===== config.mk =====
export PLATFORM = sky130hd
export DESIGN_NAME = imu_spi_master_flat
export DESIGN_NICKNAME = d
export VERILOG_FILES = /design/src/rtl/imu_spi_pkg.sv /design/src/rtl/imu_spi_if.sv /design/src/rtl/spi_clk_div.sv /design/src/rtl/imu_spi_master.sv /design/src/flat_wrapper.sv
export SDC_FILE = /design/constraint.sdc
export NUM_CORES = 1
export LEC_CHECK = 0
export BUFFER_PORTS_ARGS = -buffer_cell sky130_fd_sc_hd__buf_2
export CAP_MARGIN = 20
export CORE_ASPECT_RATIO = 0.5
export CORE_MARGIN = 8
export CORE_UTILIZATION = 50
export CTS_CLUSTER_DIAMETER = 200
export DETAILED_ROUTE_END_ITERATION = 8
export PLACE_DENSITY = 0.71
export SYNTH_ARGS = -nofsm -noshare
export SYNTH_HDL_FRONTEND = slang
export SYNTH_HIERARCHICAL = 1
export SYNTH_SLANG_ARGS = --single-unit

===== constraint.sdc =====
create_clock -name clk -period 5.22 [get_ports clk]
set_input_delay 1.566 -clock clk [delete_from_list [all_inputs] [get_ports clk]]
set_output_delay 1.566 -clock clk [all_outputs]
set_load 0.02 [all_outputs]

===== src/rtl/imu_spi_pkg.sv =====
// imu_spi_pkg: shared states, frame layout and frame builder for the IMU SPI master.
package imu_spi_pkg;
  typedef enum logic [2:0] {IDLE, SETUP, SHIFT, HOLD, GAP} state_t;
  localparam int FRAME_BITS = 16;
  localparam int DEFAULT_CLK_DIV = 4;
  localparam int RW_BIT = 15;
  localparam int ADDR_MSB = 14;
  localparam int ADDR_LSB = 8;
  localparam int DATA_MSB = 7;
  function automatic logic [FRAME_BITS-1:0] frame_word(input logic rw, input logic [6:0] addr, input logic [7:0] data);
    frame_word = '0;
    frame_word[RW_BIT] = rw;
    frame_word[ADDR_MSB:ADDR_LSB] = addr;
    frame_word[DATA_MSB:0] = rw ? 8'h00 : data;
  endfunction
endpackage


===== src/rtl/imu_spi_if.sv =====
// imu_spi_if: command handshake and SPI pins of the IMU SPI master.
interface imu_spi_if;
  logic start, rw;
  logic [6:0] addr;
  logic [7:0] wr_data;
  logic busy, done, sclk, cs_n, mosi;
  modport master (input start, rw, addr, wr_data, output busy, done, sclk, cs_n, mosi);
  modport slave (output start, rw, addr, wr_data, input busy, done, sclk, cs_n, mosi);
endinterface


===== src/rtl/spi_clk_div.sv =====
// spi_clk_div: free-running half-period tick, held at phase zero while clr is high.
module spi_clk_div #(
  parameter int CLK_DIV = 4
) (
  input  logic clk,
  input  logic rst_n,
  input  logic clr,
  output logic tick
);
  localparam int W = $clog2(CLK_DIV);
  localparam logic [W-1:0] LAST = W'(CLK_DIV - 1);
  logic [W-1:0] cnt;
  assign tick = cnt == LAST;
  always_ff @(posedge clk or negedge rst_n)
    if (!rst_n) cnt <= '0;
    else cnt <= (clr || tick) ? '0 : cnt + 1'b1;
endmodule


===== src/rtl/imu_spi_master.sv =====
// imu_spi_master: SPI mode-1 master issuing one 16-bit IMU register frame per start.
module imu_spi_master #(
  parameter int CLK_DIV = imu_spi_pkg::DEFAULT_CLK_DIV,
  parameter int FRAME_BITS = imu_spi_pkg::FRAME_BITS
) (
  input logic clk,
  input logic rst_n,
  imu_spi_if.master bus
);
  import imu_spi_pkg::*;
  state_t state, state_nx;
  logic [FRAME_BITS-1:0] sr, sr_nx;
  logic [4:0] edges, edges_nx;
  logic sclk_nx, cs_n_nx, mosi_nx, busy_nx, done_nx, tick;
  // Divider phase is pinned to zero in IDLE so every phase starts aligned to the accept edge.
  spi_clk_div #(.CLK_DIV(CLK_DIV)) u_div (.clk(clk), .rst_n(rst_n), .clr(state == IDLE), .tick(tick));
  always_comb begin
    state_nx = state;
    sr_nx = sr;
    edges_nx = edges;
    sclk_nx = bus.sclk;
    cs_n_nx = bus.cs_n;
    mosi_nx = bus.mosi;
    busy_nx = bus.busy;
    done_nx = 1'b0;
    case (state)
      IDLE: if (bus.start) begin
        state_nx = SETUP;
        sr_nx = frame_word(bus.rw, bus.addr, bus.wr_data);
        edges_nx = '0;
        busy_nx = 1'b1;
        cs_n_nx = 1'b0;
      end
      SETUP: if (tick) begin
        state_nx = SHIFT;
        sclk_nx = 1'b1;
        mosi_nx = sr[FRAME_BITS-1];
        sr_nx = sr << 1;
      end
      // The low half after the last falling edge stays in SHIFT before HOLD begins.
      SHIFT: if (tick) begin
        if (bus.sclk) begin
          sclk_nx = 1'b0;
          edges_nx = edges + 5'd1;
        end else if (edges == 5'(FRAME_BITS)) begin
          state_nx = HOLD;
          mosi_nx = 1'b0;
        end else begin
          sclk_nx = 1'b1;
          mosi_nx = sr[FRAME_BITS-1];
          sr_nx = sr << 1;
        end
      end
      HOLD: if (tick) begin
        state_nx = GAP;
        cs_n_nx = 1'b1;
        done_nx = 1'b1;
      end
      GAP: if (tick) begin
        state_nx = IDLE;
        busy_nx = 1'b0;
      end
      default: state_nx = IDLE;
    endcase
  end
  always_ff @(posedge clk or negedge rst_n)
    if (!rst_n) begin
      state <= IDLE;
      sr <= '0;
      edges <= '0;
      bus.sclk <= 1'b0;
      bus.cs_n <= 1'b1;
      bus.mosi <= 1'b0;
      bus.busy <= 1'b0;
      bus.done <= 1'b0;
    end else begin
      state <= state_nx;
      sr <= sr_nx;
      edges <= edges_nx;
      bus.sclk <= sclk_nx;
      bus.cs_n <= cs_n_nx;
      bus.mosi <= mosi_nx;
      bus.busy <= busy_nx;
      bus.done <= done_nx;
    end
endmodule


===== src/flat_wrapper.sv =====
// flat-port wrapper written by rule: the top's interface ports become plain ports
module imu_spi_master_flat import imu_spi_pkg::*;
#(
  parameter int CLK_DIV = imu_spi_pkg::DEFAULT_CLK_DIV,
  parameter int FRAME_BITS = imu_spi_pkg::FRAME_BITS
)
  (clk, rst_n, bus_start, bus_rw, bus_addr, bus_wr_data, bus_busy, bus_done, bus_sclk, bus_cs_n, bus_mosi);
  imu_spi_if bus_i ();
  input logic clk;
  input logic rst_n;
  input wire logic [$bits(bus_i.start)-1:0] bus_start;
  input wire logic [$bits(bus_i.rw)-1:0] bus_rw;
  input wire logic [$bits(bus_i.addr)-1:0] bus_addr;
  input wire logic [$bits(bus_i.wr_data)-1:0] bus_wr_data;
  output wire logic [$bits(bus_i.busy)-1:0] bus_busy;
  output wire logic [$bits(bus_i.done)-1:0] bus_done;
  output wire logic [$bits(bus_i.sclk)-1:0] bus_sclk;
  output wire logic [$bits(bus_i.cs_n)-1:0] bus_cs_n;
  output wire logic [$bits(bus_i.mosi)-1:0] bus_mosi;
  assign bus_i.start = bus_start;
  assign bus_i.rw = bus_rw;
  assign bus_i.addr = bus_addr;
  assign bus_i.wr_data = bus_wr_data;
  assign bus_busy = bus_i.busy;
  assign bus_done = bus_i.done;
  assign bus_sclk = bus_i.sclk;
  assign bus_cs_n = bus_i.cs_n;
  assign bus_mosi = bus_i.mosi;
  imu_spi_master #(.CLK_DIV(CLK_DIV), .FRAME_BITS(FRAME_BITS)) u_core (.clk(clk), .rst_n(rst_n), .bus(bus_i));
endmodule

* Word-level counts from Yosys, hierarchy flattened
Cells that the tools add are included.
W data, S select, Z words.
** Storage, ports and cells
- Register bits :: 31
- Latch bits :: 0
- Bits in writable memories :: 0
- ROM bits :: 0
- Input bits :: 19
- Output and inout port bits :: 5
- Word-level logic and storage cells :: 77
- Memories :: 0
** Operators by class
- $add $sub $neg :: 2
- $mul :: 0
- Divide/modulo/power cells :: 0
- Order comparisons :: 0
- Eq/ne operators :: 15
- Shifts and indexed selects :: 0
- Muxes and demuxes :: 37
- Bitwise operators :: 0
- Reduce and logical (&&, ||, !) cells :: 14
** Operators with widths (count)
- $mux W16 :: 5
- $pmux W16 S3 :: 1
- $mux W3 :: 7
- $mux W5 :: 3
- $pmux W3 S5 :: 1
- $ne A2 B2 Y1 const B :: 7
- $mux W1 :: 13
- $pmux W5 S2 :: 1
- $reduce_and A3 Y1 :: 3
- $mux W8 :: 1
- $pmux W1 S2 :: 4
- $reduce_and A4 Y1 :: 2
- $reduce_bool A2 Y1 :: 4
- $reduce_and A7 Y1 :: 1
- $eq A3 B2 Y1 const B :: 2
- $reduce_and A6 Y1 :: 1
- $add A5 B1 Y5 const B :: 1
- $eq A5 B5 Y1 const B :: 1
- $ne A2 B1 Y1 const B :: 2
- $eq A3 B1 Y1 const B :: 1
- $eq A3 B3 Y1 const B :: 1
- $logic_not A3 Y1 :: 1
- $reduce_bool A3 Y1 :: 1
- $add A2 B1 Y2 const B :: 1
- 3 further kinds :: 3

* Depth between registers and ports, before layout
Gate-level depths: netlist of the first run.
- Depth in word-level cells :: 5
- Gate-level depth with buffers :: 7
- Mapped depth without buffers :: 6

* By module
Netlist of the first run, hierarchy kept.
** By module, submodules not included
- imu_spi_master :: instances 1, cells each 140, area each 1610.3 um^2, seq. area each 726.9 um^2
- spi_clk_div :: instances 1, cells each 5, area each 85.1 um^2, seq. area each 50.0 um^2

* Worst setup path after synthesis of the first run
No wires, ideal clock.
- Path kind :: input to register
- From :: input port bus_start
- To :: register u_core.sr[10]
- Setup time :: 125 ps
- Data arrival time :: 2686 ps
- Data required time :: 5095 ps
- Slack :: 2409 ps
- Stages on the path :: 4
- Path buffers :: 1
- Cells stage by stage :: nor2b_1 > o311ai_4 > buf_12 > mux2_4
** Between the ends
- Word-level cells in the longest chain between the ends :: 2
** RTL lines
- from (decl) :: RTL line flat_wrapper.sv:11 : input wire logic [$bits(bus_i.start)-1:0] bus_start;
- $ne A2 B2 Y1 (no line)
- $reduce_and A6 Y1 (no line)
- to (signal assigned) :: RTL line imu_spi_master.sv:78 : sr <= sr_nx;
- to (decl) :: RTL line imu_spi_master.sv:12 : logic [FRAME_BITS-1:0] sr, sr_nx;
Every way passes these cells.
A chain may end at the register's enable or synchronous reset.

* Final worst setup path of the first run
- From :: input port bus_start
- To :: register u_core.sr[2]
Same word-level chain as after synthesis.

==> results of run 1 <==
path summary, 6_finish.rpt:
| kind | startpoint | to | slack [ns] | depth (start not counted) |
|---|---|---|---|---|
| max in group asynchronous | rst_n | u_core/edges[2] | 3.45 | 1 |
| min in group asynchronous | rst_n | u_core/state[2] | 1.33 | 1 |
| hold reg to reg | u_core/u_div/cnt[0] | u_core/u_div/cnt[0] | 0.49 | 1 |
| setup reg to reg | u_core/state[0] | u_core/sr[9] | 2.91 | 4 |
| hold / removal | u_core/u_div/cnt[0] | u_core/u_div/cnt[0] | 0.49 | 1 |
| setup / recovery | bus_start | u_core/sr[2] | 2.19 | 4 |
logic make-up (layout without fill, tap and decap cells):
family,count (synthesis),count (layout)
adders and majority gates,3,3
AOI/OAI and AO/OA,17,17
and+or+nand+nor,48,48
muxes,32,32
buffers and inverters,10,36
xor gates and xnor gates,4,4
DFF,31,31
Yosys cell counts (all sizes together), types with 3 or more instances:
cell    number  area, sq um
mux2        31          387
dfrtp       30          751
nor2        12         45.0
nand2       11         41.3
nor2b        8         50.1
a21oi        5         28.8
inv          5         18.8
o21ai        5         25.0
buf          4         37.5
nand2b       4         25.0
xor2         4         35.0
ha           3         37.5
nor3         3         20.0
o211ai       3         22.5
sequential cells by signal, indices dropped and copies added, names as in the netlist:
| name | flops |
|---|---|
| u_core/bus.mosi | 1 |
| u_core/sr | 16 |
| u_core/u_div/cnt | 2 |
| u_core/bus.done | 1 |
| u_core/bus.busy | 1 |
| u_core/state | 3 |
| u_core/edges | 5 |
| u_core/bus.sclk | 1 |
| u_core/bus.cs_n | 1 |
area by class of cell:
| cell class | instances | area (sq um) | area share (%) |
|---|---|---|---|
| tap | 42 | 52.6 | 2.71 |
| inverter | 5 | 18.8 | 0.968 |
| multi-input combinational | 104 | 858 | 44.3 |
| clock inverter | 2 | 35.0 | 1.81 |
| sequential | 31 | 777 | 40.1 |
| clock buffer | 6 | 82.6 | 4.26 |
| timing repair buffer | 23 | 115 | 5.94 |
worst max-delay path, cell delays in order:
cell	delay, ns
buf_2	0.11
nor2b_1	0.20
o311ai_4	0.89
mux2_2	0.42
metrics by stage:
step	worst slack [ns]	util (%)	power [mW]
2_1_floorplan	2.41	-	0.247
3_3_place_gp	1.90	54.5	0.259
3_5_place_dp	1.87	54.5	0.259
4_1_cts	2.17	58.1	0.502
5_1_grt	2.10	58.1	0.515
6_report	2.19	58.1	0.497
metal layers:
metal | part of all wire (%) | vias to the layer above | track usage (%)
met2 | 47 | 21 | 18.3
met1 | 48 | 544 | 14.0
li1 | - | 550 | -
met5 | 0 | - | 0
met3 | 4.1 | 2 | 3.39
met4 | 0.89 | 0 | 5.18
power by group:
group          switching [mW]  total, mW  internal [mW]
Sequential                  0      0.240          0.240
Clock                  0.0883      0.243          0.154
Combinational         0.00748     0.0138        0.00631
==> impl_metrics.tcl, run 1 <==
set metrics [dict create \
    cts_made_buffers 5 \
    root_buffer "clkbuf_8" \
    synth_nets 167 \
    syn_to_final_growth_pct 14.4 \
    postCtsHoldBufs 0 \
    cts_resized 0 \
    clockBufferDepth 2 \
    grt_max_degree 32 \
    worst_setup_path_start_kind "primary input" \
    final_common_cell "dfrtp_1" \
    insertion_delay_ns 0.28 \
    path_class "in -> reg" \
    dpl-instance-area_sq_um 1820 \
    hold_path.class "reg -> reg" \
    synth_area_sq_um 1700 \
    vdd_drop_max_uv 168 \
    place_hpwl_microns 2160 \
    layout.nets 192 \
    avgSynthCellArea_sq_um 11.7 \
    yosysWarnings 6 \
    drive_gt1_share_pct 39.8 \
    antenna_found_initial 0 \
    die_w_microns 98.4 \
    drt-total-wl_microns 3020 \
    drv_slew 0 \
    drc 0 \
    end_kind "register" \
    grt_pass1_vias 1118 \
    synth_top_family_by_area "multiplexers" \
    synthAdderAreaFrac_pct 2.21 \
    clk_pin_slew_worst_paths_ns 0.06 \
    synth-seq-cells 31 \
    ys_seq_area_share_pct 45.8 \
    die_area_sq_um 5620 \
    cts_setup_buffers 0 \
    gr-usage-all-layers_pct 11.4 \
    slew_headroom_pct 34.6 \
    ys_types 35 \
    core_area_sq_um 3340 \
    initial_core_util_pct 50.7 \
    fp-row-count 15 \
    grt_pass1_wl_microns 5160 \
    cap_violations 0 \
    placed_cells 205 \
    synthXorXnorAreaFrac_pct 2.07 \
    routedWlPerCell_microns 14.2 \
    max_freq_mhz 330 \
    synth_simple_gate_area_share_pct 15.4 \
    cp.arrival_ns 3.19 \
    hold_ws_ns 0.492 \
    power_density_nw_per_um2 256 \
    gp_congestion 0.775 \
    synth_compound_area_share_pct 7.53 \
    fillers 282 \
    synthArstFlopShare_pct 100 \
    outcome "finished, final reports clean" \
    drtAntennaViolNets 0 \
    diodes 0 \
    rsz0062_at_grt "false" \
    cts_tree "built" \
    syn_inst 145 \
    hold_viol 0 \
    synth-edff-count 0 \
    io_pins 24 \
    stdcell_area_sq_um 1940 \
    fin_skew_ns 0.00810 \
    muxShareOfSynthArea_pct 23.4 \
    dieHeight_microns 57.2 \
    period_share_pct 58.0 \
    crit_fanout 16 \
    ys.flop_type "dfrtp_1" \
    htreeDepth 2 \
    portBuffers 23 \
    instances_no_fill 213 \
    vias 1117 \
    tns_ns 0 \
    overflow 0 \
    drt_iter0_drc 43 \
    worst_pin_slew_ns 0.978 \
    setup_viol 0 \
    viasPerCell 5.24 \
    dr.pass1.iters 4 \
    layout_min_cycle_time_ns 3.03 \
    p_leak_nw 0.979 \
    worst_ep_required_time_ns 5.38 \
    cts_num_sinks 31 \
    layout_common_cells "dfrtp_1 (30), buf_2 (23), mux2_2 (21)" \
]
(Power assumes the default switching activity.)
==> inputs of run 2 (changes only) <==
--- a/config.mk
+++ b/config.mk
@@ -5,6 +5,7 @@
 export SDC_FILE = /design/constraint.sdc
 export NUM_CORES = 1
 export LEC_CHECK = 0
+export ABC_AREA = 1
 export BUFFER_PORTS_ARGS = -buffer_cell sky130_fd_sc_hd__buf_2
 export CAP_MARGIN = 20
 export CORE_ASPECT_RATIO = 0.5
@@ -12,7 +13,7 @@
 export CORE_UTILIZATION = 50
 export CTS_CLUSTER_DIAMETER = 200
 export DETAILED_ROUTE_END_ITERATION = 8
-export PLACE_DENSITY = 0.71
+export PLACE_DENSITY = 0.74
 export SYNTH_ARGS = -nofsm -noshare
 export SYNTH_HDL_FRONTEND = slang
 export SYNTH_HIERARCHICAL = 1
==> constraint.sdc (replaced) <==
create_clock -name clk -period 2.6 [get_ports clk]
set_input_delay 0.78 -clock clk [delete_from_list [all_inputs] [get_ports clk]]
set_output_delay 0.78 -clock clk [all_outputs]
set_load 0.02 [all_outputs]
==> impl_metrics.tcl, run 2 <==
set metrics [dict create \
    grt_max_degree 32 \
    insertion_delay_ns 0.28 \
    end_kind "register" \
    path_class "reg -> reg" \
    synth_top_area_share_pct 43.5 \
    worst_setup_path_start_kind "register" \
    slew_headroom_pct 54.8 \
    vias 1540 \
    cts_made_buffers 5 \
    outcome "finished, final reports clean" \
    largest_reg_flops 16 \
    yosys.area.top_type "dfrtp_1" \
    worst_ep_required_time_ns 2.82 \
    synthTopCellsByArea "dfrtp_1 (44%), nand2_1 (20%), nand3_1 (9.3%), inv_1 (3.9%), nand3b_1 (3.0%)" \
    diodes 0 \
    vdd_drop_max_uv 233 \
    avgSynthCellArea_sq_um 7.40 \
    fp-row-count 15 \
    fillers 310 \
    clk_pin_slew_worst_paths_ns 0.06 \
    crit_fanout 23 \
    worst_pin_slew_ns 0.679 \
    grt_pass1_wl_microns 6560 \
    cts_resized 0 \
    initial_core_util_pct 51.3 \
    synthTopCellsByCount "nand2_1 (94), nand3_1 (32), dfrtp_1 (30)" \
    cp.arrival_ns 2.10 \
    io_pins 24 \
    tns_ns 0 \
    ys.flop_type "dfrtp_1" \
    ys_seq_area_share_pct 45.1 \
    routedWlPerCell_microns 12.5 \
    seq_area_sq_um 777 \
    largestRegisters "u_core/sr x16, u_core/edges x5, u_core/state x3" \
    dieHeight_microns 57.5 \
    cts_num_sinks 31 \
    drtAntennaViolNets 0 \
    layout_min_cycle_time_ns 1.87 \
    hold_path.class "reg -> reg" \
    hold_ws_ns 0.444 \
    synth-seq-cells 31 \
    gp_congestion 0.791 \
    layout.nets 278 \
    drv_slew 0 \
    setup_viol 0 \
    postCtsHoldBufs 0 \
    drt_iter0_drc 72 \
    place_hpwl_microns 2590 \
    yosys.cell_count.top_type "nand2_1" \
    cts_setup_buffers 0 \
    hold_viol 0 \
    synth-edff-count 0 \
    gr-usage-all-layers_pct 14.3 \
    die_w_microns 99.0 \
    period_share_pct 72.1 \
    syn_to_final_growth_pct 13.0 \
    cts_tree "built" \
    htreeDepth 2 \
    core_area_sq_um 3360 \
    die_area_sq_um 5700 \
    antenna_found_initial 0 \
    yosysWarnings 6 \
    dr.pass1.iters 4 \
    ys_types 22 \
    fin_skew_ns 0.00146 \
    drt-total-wl_microns 3750 \
    drive_gt1_share_pct 16.7 \
    largest-register "u_core/sr" \
    final_common_cell "nand2_1" \
    root_buffer "clkbuf_8" \
    clockBufferDepth 2 \
    p_leak_nw 1.10 \
    viasPerCell 5.15 \
    grt_pass1_vias 1450 \
    portBuffers 23 \
    drc 0 \
    max_freq_mhz 534 \
    synthArstFlopShare_pct 100 \
    syn_inst 233 \
    synth_nets 255 \
    layout_common_cells "nand2_1 (94), nand3_1 (32), dfrtp_1 (30)" \
    overflow 0 \
    cap_violations 0 \
    synth_area_sq_um 1720 \
    rsz0062_at_grt "false" \
    power_density_nw_per_um2 479 \
    multi_input_area_sq_um 828 \
]
-- run 2: report_power, final --
group	leakage [nW]	internal [mW]	total [mW]	switching (mW)
logic	0.636	0.0132	0.0309	0.0177
clock network	0.0515	0.241	0.418	0.177
registers	0.410	0.484	0.484	0.000339
-- run 2: through the flow --
step           setup slack (ns)  utilization, %  power, mW  instances  instance area (sq um)
2_1_floorplan              1.02               -      0.500        233                   1720
3_3_place_gp              0.711            55.0      0.524        291                   1850
3_5_place_dp              0.656            55.0      0.525        291                   1850
4_1_cts                   0.734            58.0      0.950        299                   1950
5_1_grt                   0.564            58.0      0.973        299                   1950
6_report                  0.726            58.0      0.933        299                   1950
-- run 2: worst max-delay path, stage by stage, from the launching register on --
cell	delay [ns]
dfrtp_1	0.45
nor2_4	0.18
nand2_2	0.31
inv_2	0.19
nand2_2	0.25
nand2_4	0.27
nand2_1	0.08
nand2_1	0.07
-- run 2: cell type report --
| cell class | instances | area share (%) |
|---|---|---|
| Clock buffer | 8 | 5.14 |
| Inverter | 20 | 3.85 |
| Multi-Input combinational cell | 175 | 42.5 |
| Sequential cell | 31 | 39.9 |
| Tap cell | 42 | 2.70 |
| Timing Repair Buffer | 23 | 5.91 |
-- run 2: final timing paths --
path	startpoint	endpoint	slack, ns	cells after the start
worst max-delay path	u_core/state[0]	u_core/sr[5]	0.73	7
worst min-delay path	u_core/u_div/cnt[0]	u_core/u_div/cnt[0]	0.44	1
worst max register to register	u_core/state[0]	u_core/sr[5]	0.73	7
worst min register to register	u_core/u_div/cnt[0]	u_core/u_div/cnt[0]	0.44	1
max in group asynchronous	rst_n	u_core/sr[1]	1.63	1
min in group asynchronous	rst_n	u_core/u_div/cnt[0]	0.53	1
-- run 2: routing by layer --
layer / part of all wire, % / up-vias / routed length, microns / track usage (%)
li1: - / 784 / - / -
met1: 50 / 723 / 1890 / 18.1
met2: 44 / 28 / 1650 / 21.9
met3: 4.3 / 5 / 160 / 3.76
met4: 1.5 / 0 / 56 / 7.78
met5: 0 / - / 0 / 0
-- run 2: cells by family (layout without fill, tap and decap cells) --
group / Yosys count / count (layout) / synth area share [%]
AO/OA/AOI/OAI: 14 / 14 / 4.14
XOR/XNOR: 3 / 3 / 1.52
adder cells (fa/ha/maj): 3 / 3 / 2.18
buffers and inverters: 27 / 51 / 6.89
flip-flops: 31 / 31 / 45.1
AND/OR/NAND/NOR: 155 / 155 / 40.2
